## src/rtl/conv_pkg.sv

```systemverilog
// Shared constants and types for the 3x3 convolution engine: default geometry,
// weight-port address map and the kernel tap storage type.
package conv_pkg;

    localparam int DEFAULT_DATA_W = 8;
    localparam int DEFAULT_ACC_W  = 20;
    localparam int DEFAULT_IMG_W  = 226;
    localparam int DEFAULT_IMG_H  = 226;

    localparam int TAP_W    = 8;
    localparam int BIAS_W   = 16;
    localparam int NUM_TAPS = 9;

    localparam logic [3:0] W_ADDR_TAP_LAST = 4'd8;
    localparam logic [3:0] W_ADDR_BIAS     = 4'd9;

    typedef logic signed [TAP_W-1:0] tap_t;
    typedef tap_t [NUM_TAPS-1:0]     tap_array_t;

endpackage

```

## src/rtl/conv_row_mac.sv

```systemverilog
// One kernel row: three unsigned-pixel x signed-tap products registered in stage 1,
// their sign-extended sum registered in stage 2.
module conv_row_mac
    import conv_pkg::*;
#(
    parameter int DATA_W = DEFAULT_DATA_W,
    parameter int ACC_W  = DEFAULT_ACC_W
) (
    input  logic                     clk,
    input  logic                     rst,
    input  logic [DATA_W-1:0]        pix_0,
    input  logic [DATA_W-1:0]        pix_1,
    input  logic [DATA_W-1:0]        pix_2,
    input  logic signed [TAP_W-1:0]  tap_0,
    input  logic signed [TAP_W-1:0]  tap_1,
    input  logic signed [TAP_W-1:0]  tap_2,
    output logic signed [ACC_W-1:0]  row_sum
);

    localparam int PROD_W = DATA_W + 1 + TAP_W;

    logic [DATA_W-1:0]        pix [3];
    logic signed [TAP_W-1:0]  tap [3];
    logic signed [PROD_W-1:0] prod_d [3];
    logic signed [PROD_W-1:0] prod_q [3];
    logic signed [ACC_W-1:0]  sum_d;
    logic signed [ACC_W-1:0]  sum_q;

    assign pix[0] = pix_0;
    assign pix[1] = pix_1;
    assign pix[2] = pix_2;
    assign tap[0] = tap_0;
    assign tap[1] = tap_1;
    assign tap[2] = tap_2;

    // Pixels are zero-extended by one bit so they multiply as non-negative signed values.
    always_comb begin
        for (int i = 0; i < 3; i++) begin
            prod_d[i] = PROD_W'($signed({1'b0, pix[i]})) * PROD_W'(tap[i]);
        end
        sum_d = ACC_W'(prod_q[0]) + ACC_W'(prod_q[1]) + ACC_W'(prod_q[2]);
    end

    always_ff @(posedge clk) begin
        if (rst) begin
            for (int i = 0; i < 3; i++) begin
                prod_q[i] <= '0;
            end
            sum_q <= '0;
        end else begin
            for (int i = 0; i < 3; i++) begin
                prod_q[i] <= prod_d[i];
            end
            sum_q <= sum_d;
        end
    end

    assign row_sum = sum_q;

endmodule

```

## src/rtl/conv3x3_mac.sv

```systemverilog
// Pipelined 3x3 convolution (3 register stages) with raster in-frame tagging.
// Define CONV3X3_RELU_EN to clamp negative results to zero in the output stage.
module conv3x3_mac
    import conv_pkg::*;
#(
    parameter int IMG_W  = DEFAULT_IMG_W,
    parameter int IMG_H  = DEFAULT_IMG_H,
    parameter int DATA_W = DEFAULT_DATA_W,
    parameter int ACC_W  = DEFAULT_ACC_W
) (
    input  logic                    clk,
    input  logic                    rst,
    input  logic                    frame_start,
    input  logic                    in_valid,
    input  logic [DATA_W-1:0]       pixel_00,
    input  logic [DATA_W-1:0]       pixel_01,
    input  logic [DATA_W-1:0]       pixel_02,
    input  logic [DATA_W-1:0]       pixel_10,
    input  logic [DATA_W-1:0]       pixel_11,
    input  logic [DATA_W-1:0]       pixel_12,
    input  logic [DATA_W-1:0]       pixel_20,
    input  logic [DATA_W-1:0]       pixel_21,
    input  logic [DATA_W-1:0]       pixel_22,
    input  logic                    w_we,
    input  logic [3:0]              w_addr,
    input  logic [15:0]             w_data,
    output logic                    out_valid,
    output logic signed [ACC_W-1:0] out_data,
    output logic                    out_last
);

    localparam int COL_W = $clog2(IMG_W);
    localparam int ROW_W = $clog2(IMG_H);

    tap_array_t               taps_q, taps_d;
    logic signed [BIAS_W-1:0] bias_q, bias_d;
    logic [COL_W-1:0]         col_q, col_d, cur_col;
    logic [ROW_W-1:0]         row_q, row_d, cur_row;
    logic                     win_valid, win_last;

    logic                     v1_q, v1_d, l1_q, l1_d;
    logic                     v2_q, v2_d, l2_q, l2_d;
    logic signed [BIAS_W-1:0] bias1_q, bias1_d, bias2_q, bias2_d;

    logic signed [ACC_W-1:0]  row0_sum, row1_sum, row2_sum, final_sum;
    logic signed [ACC_W-1:0]  out_data_q, out_data_d;
    logic                     out_valid_q, out_valid_d;
    logic                     out_last_q, out_last_d;

    always_comb begin
        taps_d = taps_q;
        bias_d = bias_q;
        if (w_we) begin
            if (w_addr <= W_ADDR_TAP_LAST) begin
                taps_d[w_addr] = w_data[TAP_W-1:0];
            end else if (w_addr == W_ADDR_BIAS) begin
                bias_d = w_data;
            end
        end
    end

    // frame_start re-homes the raster position before the current window is classified.
    always_comb begin
        cur_col = frame_start ? '0 : col_q;
        cur_row = frame_start ? '0 : row_q;
        col_d   = cur_col;
        row_d   = cur_row;
        if (in_valid) begin
            if (cur_col == COL_W'(IMG_W - 1)) begin
                col_d = '0;
                row_d = (cur_row == ROW_W'(IMG_H - 1)) ? '0 : cur_row + ROW_W'(1);
            end else begin
                col_d = cur_col + COL_W'(1);
            end
        end
        win_valid = in_valid && (cur_col >= COL_W'(2)) && (cur_row >= ROW_W'(2));
        win_last  = win_valid && (cur_col == COL_W'(IMG_W - 1)) && (cur_row == ROW_W'(IMG_H - 1));
    end

    conv_row_mac #(.DATA_W(DATA_W), .ACC_W(ACC_W)) u_row0 (
        .clk(clk), .rst(rst),
        .pix_0(pixel_00), .pix_1(pixel_01), .pix_2(pixel_02),
        .tap_0(taps_q[0]), .tap_1(taps_q[1]), .tap_2(taps_q[2]),
        .row_sum(row0_sum)
    );

    conv_row_mac #(.DATA_W(DATA_W), .ACC_W(ACC_W)) u_row1 (
        .clk(clk), .rst(rst),
        .pix_0(pixel_10), .pix_1(pixel_11), .pix_2(pixel_12),
        .tap_0(taps_q[3]), .tap_1(taps_q[4]), .tap_2(taps_q[5]),
        .row_sum(row1_sum)
    );

    conv_row_mac #(.DATA_W(DATA_W), .ACC_W(ACC_W)) u_row2 (
        .clk(clk), .rst(rst),
        .pix_0(pixel_20), .pix_1(pixel_21), .pix_2(pixel_22),
        .tap_0(taps_q[6]), .tap_1(taps_q[7]), .tap_2(taps_q[8]),
        .row_sum(row2_sum)
    );

    // Bias travels with its window so a mid-stream bias write affects only later windows.
    always_comb begin
        v1_d    = win_valid;
        l1_d    = win_last;
        bias1_d = bias_q;
        v2_d    = v1_q;
        l2_d    = l1_q;
        bias2_d = bias1_q;
        final_sum = row0_sum + row1_sum + row2_sum + ACC_W'(bias2_q);
`ifdef CONV3X3_RELU_EN
        out_data_d = final_sum[ACC_W-1] ? '0 : final_sum;
`else
        out_data_d = final_sum;
`endif
        out_valid_d = v2_q;
        out_last_d  = l2_q;
    end

    always_ff @(posedge clk) begin
        if (rst) begin
            taps_q      <= '0;
            bias_q      <= '0;
            col_q       <= '0;
            row_q       <= '0;
            v1_q        <= 1'b0;
            l1_q        <= 1'b0;
            bias1_q     <= '0;
            v2_q        <= 1'b0;
            l2_q        <= 1'b0;
            bias2_q     <= '0;
            out_data_q  <= '0;
            out_valid_q <= 1'b0;
            out_last_q  <= 1'b0;
        end else begin
            taps_q      <= taps_d;
            bias_q      <= bias_d;
            col_q       <= col_d;
            row_q       <= row_d;
            v1_q        <= v1_d;
            l1_q        <= l1_d;
            bias1_q     <= bias1_d;
            v2_q        <= v2_d;
            l2_q        <= l2_d;
            bias2_q     <= bias2_d;
            out_data_q  <= out_data_d;
            out_valid_q <= out_valid_d;
            out_last_q  <= out_last_d;
        end
    end

    assign out_valid = out_valid_q;
    assign out_data  = out_data_q;
    assign out_last  = out_last_q;

endmodule

```

## config.mk

```make
export PLATFORM = sky130hd
export DESIGN_NAME = conv3x3_mac
export DESIGN_NICKNAME = d
export VERILOG_FILES = /design/src/rtl/conv_pkg.sv /design/src/rtl/conv_row_mac.sv /design/src/rtl/conv3x3_mac.sv
export SDC_FILE = /design/constraint.sdc
export NUM_CORES = 2
export LEC_CHECK = 0
export CAP_MARGIN = 30
export CORE_ASPECT_RATIO = 1.75
export CORE_MARGIN = 2
export CORE_UTILIZATION = 40
export DETAILED_ROUTE_END_ITERATION = 10
export GPL_ROUTABILITY_DRIVEN = 0
export PLACE_DENSITY = 0.63
export SYNTH_ARGS = -nofsm -noshare
export SYNTH_HDL_FRONTEND = slang
export SYNTH_SLANG_ARGS = --single-unit
export TNS_END_PERCENT = 1
```

## constraint.sdc

```tcl
create_clock -name clk -period 10.8 [get_ports clk]
set_clock_uncertainty 0.15 [all_clocks]
set_input_delay 1.62 -clock clk [delete_from_list [all_inputs] [get_ports clk]]
set_output_delay 1.62 -clock clk [all_outputs]
set_load 0.005 [all_outputs]
```

==> results.sh <==
export IMPL_synth_area_leaders="fa_1 (24%), dfxtp_1 (21%), ha_1 (16%), and2_1 (6.7%), inv_1 (6.0%)"
export IMPL_power_frac_comb_pct=10.5
export IMPL_synth_edf_count=0
export IMPL_synthCells=3775
export IMPL_fmax_mhz=165
export IMPL_cts_tree="built"
export IMPL_synth_fp_nets=4760
export IMPL_yosysMostFrequentCell="inv_1"
export IMPL_core_area_mm2=0.0877
export IMPL_cts_clk_slew_worst_paths_ps=70
export IMPL_die_h_um=397
export IMPL_status="finished clean"
export IMPL_tns_ps=0
export IMPL_holdWs_ps=280
export IMPL_hpwl_mm=68.7
export IMPL_arrival_ps=6330
export IMPL_cap_viol_max_count=0
export IMPL_syn_area_per_cell_um2=9.33
export IMPL_cts_hold_buffers_added=0
export IMPL_clockPowerShare_pct=43.4
export IMPL_grt_overflow=0
export IMPL_total_power_w=0.00308
export IMPL_drt_iter0_drc=840
export IMPL_ys_seq_elements=372
export IMPL_cts_made_buffers=37
export IMPL_p_int_w=0.00227
export IMPL_fin_area_mm2=0.0390
export IMPL_synth_top_flop_cell="dfxtp_1"
export IMPL_worstPathRequired_ps=11080
export IMPL_die_area_mm2=0.0906
export IMPL_track_usage_pct=19.3
export IMPL_fin_crit_sh_pct=56.0
export IMPL_grt_setup_unrepaired="no"
export IMPL_nNetsFinal=4867
export IMPL_clock_path_buffers=3
export IMPL_criticalPathCategory="primary input to register"
export IMPL_drc_errors=0
export IMPL_synthTopCellsByCount="inv_1 (564), ha_1 (463), fa_1 (425)"
export IMPL_ys_types=64
export IMPL_place_area_mm2=0.0378
export IMPL_syn_cell_area_mm2=0.0352
export IMPL_critPathCaptureType="register"
export IMPL_drv_slew=0
export IMPL_finalCriticalPeriod_ps=6050
export IMPL_grt_first_pass_wirelength_mm=139
export IMPL_switchingPower_w=0.000812
export IMPL_htree_levels=2
export IMPL_die_w_um=228
export IMPL_routed_wl_mm=84.7
export IMPL_num_vias=25161
export IMPL_cts_resized=0
export IMPL_io_buffers=118
export IMPL_p_leak_nw=19.8
export IMPL_final_antenna_net_count=0
export IMPL_routedWlPerCell_um=16.7
export IMPL_hold_viol_final=0
export IMPL_drive_gt1_share_pct=2.71
export IMPL_synth_warnings=0
export IMPL_cts_sinks=372
export IMPL_first_pass_iters=5
export IMPL_cts_root_buf="clkbuf_16"
export IMPL_vias_per_cell=4.95
export IMPL_synthArstFlopShare_pct=0
export IMPL_power_density_mw_per_mm2=79.0
export IMPL_num_rows=144
export IMPL_ys_seq_area_share_pct=21.1
export IMPL_diodes=0
export IMPL_start_util_pct=40.1
export IMPL_synth_top_area_share_pct=24.2
export IMPL_cp_start_kind="primary input"
export IMPL_syn_to_final_growth_pct=10.8
export IMPL_io_pins=119
export IMPL_grt_pass1_vias=26701
export IMPL_min_path_type="register to register"
export IMPL_synth_top_area_cell="fa_1"
export IMPL_setup_viol=0
export IMPL_path_max_fanout=8
export IMPL_power_frac_seq_pct=46.1
export IMPL_clk_latency_ps=550
export IMPL_antenna_found_initial=2
export IMPL_grt_max_degree=215
export IMPL_irDropWorstVdd_uv=90.1
export IMPL_post_cts_buffers=0
export IMPL_worstMarginPinSlew_ps=1070
export IMPL_maxSlewHeadroom_pct=28.7
export IMPL_swShare_pct=26.4
cell type report:
| class | instances | area [µm²] |
|---|---|---|
| fillers | 8546 | 48700 |
| multi-input cells | 2776 | 25400 |
| flip-flops and latches | 372 | 7450 |
| inverters | 564 | 2120 |
| well taps | 1168 | 1460 |
| repair buffers | 131 | 1340 |
| clock buffers | 46 | 1030 |
| clock inverters | 21 | 211 |
path summary, 6_finish.rpt:
path                from              endpoint  slack (ps)  cells past startpoint
max          pixel_12[6]  u_row1.prod_q[0][48]        4750                     16
min           bias1_q[1]            bias2_q[1]         280                      1
max reg2reg   taps_q[63]  u_row2.prod_q[0][30]        5840                     16
min reg2reg   bias1_q[1]            bias2_q[1]         280                      1
critical path, stage by stage:
cell and delay, ps:
clkdlybuf4s50_1 560, and2_1 240, ha_1 310, fa_1 500, inv_1 50, fa_1 490, fa_1 490, inv_1 40
ha_1 310, nor2b_1 160, o21ai_0 200, a21boi_0 180, o31ai_1 390, a21oi_1 170, a31oi_1 240, mux2_2 360
placed cells by master (no fill, tap or decap), types with 20 or more instances in the layout:
master,count
a211oi_1,22
a21o_1,59
a21oi_1,112
a31oi_1,29
and2_1,378
and3_1,20
clkbuf_16,39
clkdlybuf4s50_1,117
dfxtp_1,372
fa_1,425
ha_1,463
inv_1,564
mux2i_1,72
nand2_1,221
nand2b_1,61
nor2_1,336
nor2b_1,126
nor3_1,49
o21a_1,20
o21ai_0,81
xnor2_1,78
xor2_1,58
registers in the layout, indices dropped and copies added, names as in the netlist, 8 cells and up:
name / flops
bias1_d: 16
bias1_q: 16
bias2_q: 16
col_q: 8
out_data: 20
row_q: 8
taps_q: 72
u_row0.prod_q: 51
u_row0.row_sum: 19
u_row1.prod_q: 51
u_row1.row_sum: 19
u_row2.prod_q: 51
u_row2.row_sum: 19
per-layer routing:
layer / GRT usage (%) / wire, µm / vias to the layer above
met2: 37.5 / 46000 / 325
met1: 21.5 / 33500 / 12421
met5: 0 / 13 / -
li1: - / - / 12281
met3: 1.90 / 2260 / 132
met4: 6.68 / 2970 / 2
power by group through the flow:
stage / combinational, W / clock, W / sequential, W
after floorplan: 0.000179 / 0 / 0.00144
after global placement: 0.000320 / 0 / 0.00145
after detailed placement: 0.000325 / 0 / 0.00145
after CTS: 0.000329 / 0.00137 / 0.00142
after global routing: 0.000362 / 0.00142 / 0.00142
final: 0.000323 / 0.00134 / 0.00142
stage by stage:
step / worst slack [ps] / util [%] / std cells
6_report: 4750 / 44.5 / 5078
5_1_grt: 4430 / 44.5 / 5078
4_1_cts: 4760 / 44.5 / 5078
3_5_place_dp: 4210 / 43.1 / 5011
3_3_place_gp: 4250 / 43.0 / 5009
2_1_floorplan: 4950 / - / 3775
kinds of logic after synthesis:
| kind of cell | Yosys count | synth area share, % |
|---|---|---|
| and+or+nand+nor | 1266 | 18.5 |
| adders and majority gates | 888 | 40.6 |
| buffers and inverters | 627 | 6.68 |
| AOI/OAI and AO/OA | 407 | 7.46 |
| DFF | 372 | 21.1 |
| xor gates and xnor gates | 136 | 3.38 |
| muxes | 79 | 2.27 |
(Power assumes the default switching activity.)
